`config.mk`:
```
export PLATFORM = sky130hd
export DESIGN_NAME = rr_grant_ctrl
export DESIGN_NICKNAME = d
export VERILOG_FILES = /design/src/rtl/rr_grant_ctrl.sv
export SDC_FILE = /design/constraint.sdc
export NUM_CORES = 1
export LEC_CHECK = 0
export ABC_AREA = 1
export CAP_MARGIN = 20
export CORE_AREA = 2 2 39 41
export CTS_BUF_LIST = sky130_fd_sc_hd__clkbuf_2
export DETAILED_ROUTE_END_ITERATION = 12
export DIE_AREA = 0 0 41 43
export GPL_ROUTABILITY_DRIVEN = 0
export HOLD_SLACK_MARGIN = 0.03
export PLACE_DENSITY = 0.68
export SETUP_SLACK_MARGIN = 0.3
export SLEW_MARGIN = 40
export SYNTH_ARGS = -nofsm -noshare
export SYNTH_HDL_FRONTEND = slang
export SYNTH_SLANG_ARGS = --single-unit
export TNS_END_PERCENT = 5
```
`constraint.sdc`:
```
create_clock -name clk -period 3.76 [get_ports clk]
set_input_delay 0.564 -clock clk [delete_from_list [all_inputs] [get_ports clk]]
set_output_delay 0.564 -clock clk [all_outputs]
set_load 0.01 [all_outputs]
```
`src/rtl/rr_grant_ctrl.sv`:
```
// ---------------------------------------------------------------------------
// rr_grant_ctrl
//
// Round-robin grant controller. One shared sequential resource is handed to
// one of N requesters at a time. This is a registered Moore machine. Every
// output is decoded from state registers only, so there is no combinational
// path from req to gnt.
//
// Optional feature macro: RR_GRANT_CTRL_TIMEOUT_EN
//   When this macro is defined, a hold counter limits each grant to MAX_HOLD
//   cycles. A forced release is flagged by a one-cycle preempt pulse.
//   When it is undefined, no counter is built and preempt is tied to 0.
//
// Parameters:
//   N         number of requesters (>= 2)
//   MAX_HOLD  maximum consecutive grant cycles (timeout build only, >= 2)
//   IDW       width of gnt_id, equal to clog2(N)
//
// Ports:
//   clk      in   1    rising-edge clock
//   reset    in   1    synchronous active-high reset
//   req      in   N    request vector, bit i = requester i
//   done     in   1    current owner releases the resource (used in GRANT only)
//   gnt      out  N    one-hot grant, all zeros when there is no owner
//   gnt_id   out  IDW  index of the current or most recent owner
//   busy     out  1    high while a grant is active
//   preempt  out  1    one-cycle pulse after a timeout release
// ---------------------------------------------------------------------------
module rr_grant_ctrl #(
    parameter int N        = 4,
    parameter int MAX_HOLD = 8,
    parameter int IDW      = 2
) (
    input  logic           clk,
    input  logic           reset,
    input  logic [N-1:0]   req,
    input  logic           done,
    output logic [N-1:0]   gnt,
    output logic [IDW-1:0] gnt_id,
    output logic           busy,
    output logic           preempt
);

    // Elaboration-time sanity checks on the parameter set
    if (N < 2) begin : gBadN
        $error("rr_grant_ctrl: N must be at least 2");
    end
    if (MAX_HOLD < 2) begin : gBadMaxHold
        $error("rr_grant_ctrl: MAX_HOLD must be at least 2");
    end
    if (IDW != $clog2(N)) begin : gBadIdw
        $error("rr_grant_ctrl: IDW must equal clog2(N)");
    end

    typedef enum logic [1:0] {
        IDLE  = 2'b00,
        GRANT = 2'b01
    } state_t;

    state_t         r_state;
    state_t         w_nextState;
    logic [IDW-1:0] r_ptr;
    logic [IDW-1:0] w_nextPtr;
    logic [IDW-1:0] r_owner;
    logic [IDW-1:0] w_nextOwner;

    logic [2*N-1:0] w_reqDbl;
    logic [N-1:0]   w_reqRot;
    logic           w_anyReq;
    logic [IDW-1:0] w_offset;
    logic [IDW:0]   w_sum;
    logic [IDW-1:0] w_winner;
    logic           w_ownerReq;
    logic           w_normalRelease;

`ifdef RR_GRANT_CTRL_TIMEOUT_EN
    localparam int HCW = $clog2(MAX_HOLD);

    logic [HCW-1:0] r_holdCnt;
    logic [HCW-1:0] w_nextHoldCnt;
    logic           r_preempt;
    logic           w_nextPreempt;
    logic           w_timeout;
`endif

    // Rotate the request vector right by ptr. Bit 0 of the rotated vector is
    // then the highest-priority requester. The lowest set bit gives the
    // winner's offset from ptr.
    assign w_reqDbl = {req, req} >> r_ptr;
    assign w_reqRot = w_reqDbl[N-1:0];
    assign w_anyReq = |req;

    // Lowest-set-bit priority encoder. The loop runs downward so that the
    // last (lowest) hit wins.
    always_comb begin
        w_offset = '0;
        for (int k = N - 1; k >= 0; k--) begin
            if (w_reqRot[k]) begin
                w_offset = IDW'(k);
            end
        end
    end

    // Map the offset back to an absolute index modulo N. The extra sum bit
    // keeps the arithmetic correct when N is not a power of two.
    assign w_sum    = {1'b0, r_ptr} + {1'b0, w_offset};
    assign w_winner = (w_sum >= (IDW + 1)'(N)) ? IDW'(w_sum - (IDW + 1)'(N))
                                               : w_sum[IDW-1:0];

    // A voluntary release happens on done or when the owner drops its
    // request. Both together still count as one release.
    assign w_ownerReq      = req[r_owner];
    assign w_normalRelease = done | ~w_ownerReq;

`ifdef RR_GRANT_CTRL_TIMEOUT_EN
    // A timeout counts only when no voluntary release is present, so
    // done-with-timeout stays a normal release and gives no preempt.
    assign w_timeout = (r_holdCnt == HCW'(MAX_HOLD - 1)) & ~w_normalRelease;
`endif

    // Next-state logic. The pointer and owner change only when arbitration
    // succeeds in IDLE. Illegal state encodings fall back to IDLE.
    always_comb begin
        w_nextState = r_state;
        w_nextPtr   = r_ptr;
        w_nextOwner = r_owner;
`ifdef RR_GRANT_CTRL_TIMEOUT_EN
        w_nextHoldCnt = r_holdCnt;
        w_nextPreempt = 1'b0;
`endif
        case (r_state)
            IDLE: begin
                if (w_anyReq) begin
                    w_nextState = GRANT;
                    w_nextOwner = w_winner;
                    w_nextPtr   = (w_winner == IDW'(N - 1)) ? '0 : w_winner + 1'b1;
`ifdef RR_GRANT_CTRL_TIMEOUT_EN
                    w_nextHoldCnt = '0;
`endif
                end
            end
            GRANT: begin
`ifdef RR_GRANT_CTRL_TIMEOUT_EN
                w_nextHoldCnt = r_holdCnt + 1'b1;
                if (w_normalRelease) begin
                    w_nextState = IDLE;
                end else if (w_timeout) begin
                    w_nextState   = IDLE;
                    w_nextPreempt = 1'b1;
                end
`else
                if (w_normalRelease) begin
                    w_nextState = IDLE;
                end
`endif
            end
            default: begin
                w_nextState = IDLE;
            end
        endcase
    end

    // State register. Reset has priority over every other event, including
    // a pending timeout, so a reset never produces a preempt pulse.
    always_ff @(posedge clk) begin
        if (reset) begin
            r_state <= IDLE;
            r_ptr   <= '0;
            r_owner <= '0;
`ifdef RR_GRANT_CTRL_TIMEOUT_EN
            r_holdCnt <= '0;
            r_preempt <= 1'b0;
`endif
        end else begin
            r_state <= w_nextState;
            r_ptr   <= w_nextPtr;
            r_owner <= w_nextOwner;
`ifdef RR_GRANT_CTRL_TIMEOUT_EN
            r_holdCnt <= w_nextHoldCnt;
            r_preempt <= w_nextPreempt;
`endif
        end
    end

    // Output decode. These are pure functions of the registers.
    always_comb begin
        gnt = '0;
        if (r_state == GRANT) begin
            gnt[r_owner] = 1'b1;
        end
    end

    assign busy   = (r_state == GRANT);
    assign gnt_id = r_owner;

`ifdef RR_GRANT_CTRL_TIMEOUT_EN
    assign preempt = r_preempt;
`else
    assign preempt = 1'b0;
`endif

endmodule

```
After elaboration in Yosys (flattened, before gate mapping) --
Index checks and enable logic that the tools add are counted.
Storage, ports and cells: logic and storage cells 35, bits in registers 6, bits of input ports 7
Cells by class: mux-type cells 14, add/sub/neg operators 3, shift-type cells 1, eq/ne operators 4, bitwise gates (word level) 2, $lt $le $gt $ge 3, reductions and logical operators 5
Operators with widths (number):
- two-way mux 2 bit | 8
- right shift 8 x 2 -> 4 bit | 1
- two-way mux 4 bit | 1
- case mux 2 bit (2 select lines) | 1
- AND reduction 2 bit | 2
- OR reduction 4 bit | 1
- adder 2 x 2 -> 3 bit | 1
- greater-or-equal comparator 3 bit (second input constant) | 1
- < comparator 2 x 3 -> 1 bit (second input constant) | 1
- adder 2 x 1 -> 2 bit (second input constant) | 1
- binary-select mux 1 bit (select 2 bit) | 1
- demux 1 bit (select 2 bit) | 1
- equality test 2 x 1 -> 1 bit (second input constant) | 1
- equality test 2 bit (second input constant) | 1
- greater-or-equal comparator 2 x 1 -> 1 bit (second input constant) | 1
- zero test 2 bit | 1
- two-way mux 1 bit | 2
- != test 2 x 1 -> 1 bit (second input constant) | 1
- != test 2 bit (second input constant) | 1
- subtractor 2 x 1 -> 2 bit (second input constant) | 1
- logical AND 1 bit | 1
- inverter 1 bit | 1
- bitwise OR 1 bit | 1

Depth between registers and ports, before layout --
depth after elaboration 10, mapped depth 14, gate-level depth less buffers 14

Least setup slack after synthesis --
Ideal clock, no wire load.
kind in2reg, start point input port req[1], end point register r_ptr[1], path slack 1.939 ns, arrival time 1.706 ns, stages 12, setup time 0.115 ns, cells stage by stage nand2_1 nand3_1 nand2_1 nand3_1 a21boi_1 ha_1 xor2_1 inv_1 nand3_1 nand2_2 a21oi_1 nor2_1
On the way: word-level cells in the longest chain between the ends 10, elaborated cells between the ends (all ways) 14, those cells by class add/sub: 3; order compare: 1; eq/ne: 1; shift: 1; mux: 6; reduce/logical: 2
RTL lines:
- from (decl) | line 36 | input logic [N-1:0] req,
- right shift 8 x 2 -> 4 bit | line 89 | assign w_reqDbl = {req, req} >> r_ptr;
- two-way mux 2 bit (4 in a row) | line 98 | if (w_reqRot[k]) begin
- adder 2 x 2 -> 3 bit | line 106 | assign w_sum = {1'b0, r_ptr} + {1'b0, w_offset};
- greater-or-equal comparator 3 bit or subtractor 2 x 1 -> 2 bit (tied branches) | line 107 | assign w_winner = (w_sum >= (IDW + 1)'(N)) ? IDW'(w_sum - (IDW + 1)'(N))
- two-way mux 2 bit | line 107
- adder 2 x 1 -> 2 bit or equality test 2 bit (tied branches) | line 136 | w_nextPtr = (w_winner == IDW'(N - 1)) ? '0 : w_winner + 1'b1;
- two-way mux 2 bit | line 136
- to (signal assigned) | line 176 | r_ptr <= w_nextPtr;
- to (decl) | line 62 | logic [IDW-1:0] r_ptr;
Several ways; a longest one is shown, not always the timed one. A chain may end at the register's enable or synchronous reset.

Final worst setup path --
start point input port req[2], end point register r_ptr[1]
The elaborated chain is that of the path after synthesis.

==> reports/metrics.cfg <==
[status]
status = complete, no violations

[clock_network]
cts-resized-gates = 0
insertion_delay_ns = 0.21
post-cts-setup-buffer-count = 0
holdBufCountCts = 0
cts_sinks = 5
cts_tree = built
numCtsBuffers = 3
clk_pin_slew_worst_paths_ns = 0.06
cts-root-buf = clkbuf_2
clockBufferDepth = 2
htreeDepth = 1

[worst_setup_path]
worst-r2r-setup-slack_ns = 1.85
crit_slowest_cell = clkdlybuf4s50_1
r2r-end = r_ptr[1]
max_stage_delay_ns = 0.54
critPathMaxFanout = 4
worstSetupStartpoint = req[2]
cp.required_ns = 3.87
crit_arrival_ns = 2.33
worstSetupPathType = in -> reg
worstReg2RegStart = r_ptr[0]
rr_worst_depth = 13
crit_path_cell_trace = clkdlybuf4s50_1, nand2_1, nand3_1, nand3_1, a21boi_1, ha_1, xor2_1, inv_1, nand3_1, nand2_2, a21oi_1, nor2_1
end_kind = flop
critical_path.most_common_cell = nand3_1
crit_end = r_ptr[1]
crit_path_start_kind = primary input

[routing]
drt_iter0_drc = 15
ant_nets = 0
wire_per_inst_um = 9.40
wirelength_um = 1030
drc = 0
vias_per_cell = 4.84
dr.pass1.iters = 5
via_count = 528

[floorplanning]
dieArea_um2 = 1760
core_area_um2 = 1380
ios = 15
start_util_pct = 32.7
rows = 14
die_h_um = 43
die_width_um = 41

[finish]
nets = 102
fin_util_pct = 44.5
mostFrequentLayoutCells = nand2_1 (21), clkdlybuf4s50_1 (13), nand3_1 (11), inv_1 (7)
syn2layout_area_growth_pct = 35.9
num_antenna_cells = 0
fillCellCount = 154
drive_above_1_share_pct = 19.4
final_common_cell = nand2_1

[global_route]
antenna_found_initial = 0
overflow = 0
grtUsageTotal_pct = 14.3
use_met3_pct = 4.71
gr-usage-met2_pct = 22.2
top_usage_layer = met2
first_global_vias = 465
grt_pass1_wl_um = 1720
grt_max_degree = 7
use_met1_pct = 17.1

[place]
dp_slack_ns = 1.29
port_buffers = 13
hpwlAfterDp_um = 862

[sta]
skew_ns = 0.00711
fin_ws_ns = 1.53
finalHoldViolations = 0
fin_crit_sh_pct = 59.2
rsz0062_at_grt = no
period_needed_ns = 2.23
finalSetupViolations = 0
slew_violations = 0
fin_tns_setup_ns = 0
max_freq_mhz = 449

[power]
p_leak_nw = 0.290
power_density_nw_per_um2 = 660
peakVddDrop_v = 0.000322

[yosys]
synthDistinctLibCells = 21
syn_avg_cell_area_um2 = 5.88
syn-instance-count = 77
synth.yosys.seq_area_share_pct = 22.1
ys_warn_count = 0
synth-seq-cells = 5
syn_area_um2 = 453
synth_fp_nets = 85

[job]
max_cap_violations = 0

[worst_hold_path]
hold_start = gnt_id[1]
hold_class = reg -> reg

-- critical path: cells and delay by family --
| family | cells | cell delay, ns |
|---|---|---|
| compound gates | 2 | 0.26 |
| xor+xnor | 1 | 0.21 |
| fa+ha+maj | 1 | 0.17 |
| buf+inv | 2 | 0.60 |
| simple gates | 6 | 0.52 |
-- Yosys cell counts (all sizes together) --
library cell	count	share of area (%)
a21boi	1	1.7
nand3	12	14
a31oi	1	1.4
o221ai	1	1.9
buf	1	1.7
dfxtp	5	22
o21ai	2	3.0
xor2	1	1.9
clkinv	1	1.1
ha	1	2.8
nor3	1	1.1
nor2	6	5.0
conb	1	0.83
a21oi	5	6.4
inv	11	9.1
nand2	27	26
-- state kept, by name (all words and copies together), names as in the netlist --
signal / count
gnt_id: 2
r_ptr: 2
r_state: 1
-- cells by family after synthesis --
group	synth area share, %
xor+xnor	1.93
flops	22.1
simple gates	46.1
fa+ha+maj	2.76
other cells	0.828
compound gates	14.4
buf+inv	11.9
-- power by group --
group          total (mW)  switching [mW]  internal, mW
Clock              0.0485          0.0204        0.0282
Combinational       0.260           0.149         0.111
Sequential         0.0976          0.0263        0.0714
-- stage by stage --
stage          cells  area (µm²)  hold WS, ns  power (mW)
6_report         109         616        0.536       0.406
5_1_grt          109         616        0.561       0.452
4_1_cts          109         616        0.540       0.411
3_5_place_dp     105         596        0.532       0.360
3_3_place_gp     105         596        0.530       0.354
2_1_floorplan     77         453        0.520       0.284
-- final cells by class --
| type | instances | area (µm²) | area share (%) |
|---|---|---|---|
| Multi-Input combinational cell | 59 | 299 | 48.6 |
| Timing Repair Buffer | 13 | 130 | 21.1 |
| Sequential cell | 5 | 100 | 16.3 |
| Inverter | 12 | 46.3 | 7.52 |
| Clock buffer | 4 | 20.0 | 3.25 |
| Tap cell | 16 | 20.0 | 3.25 |
-- routing by layer --
| layer | vias to the layer above | wire length [µm] |
|---|---|---|
| met3 | 0 | 54 |
| met1 | 237 | 475 |
| li1 | 279 | - |
| met5 | - | 0 |
| met2 | 12 | 494 |
| met4 | 0 | 0 |
-- how the worst min path moves through the flow --
stage               depth (start not counted)  slack [ns]         to
finish                                      2        0.54  gnt_id[1]
global route                                2        0.56  gnt_id[1]
CTS                                         2        0.54  gnt_id[0]
detailed placement                          2        0.53  gnt_id[0]
global placement                            2        0.53  gnt_id[1]
floorplan                                   2        0.52   r_ptr[0]
(Power assumes the default switching activity.)
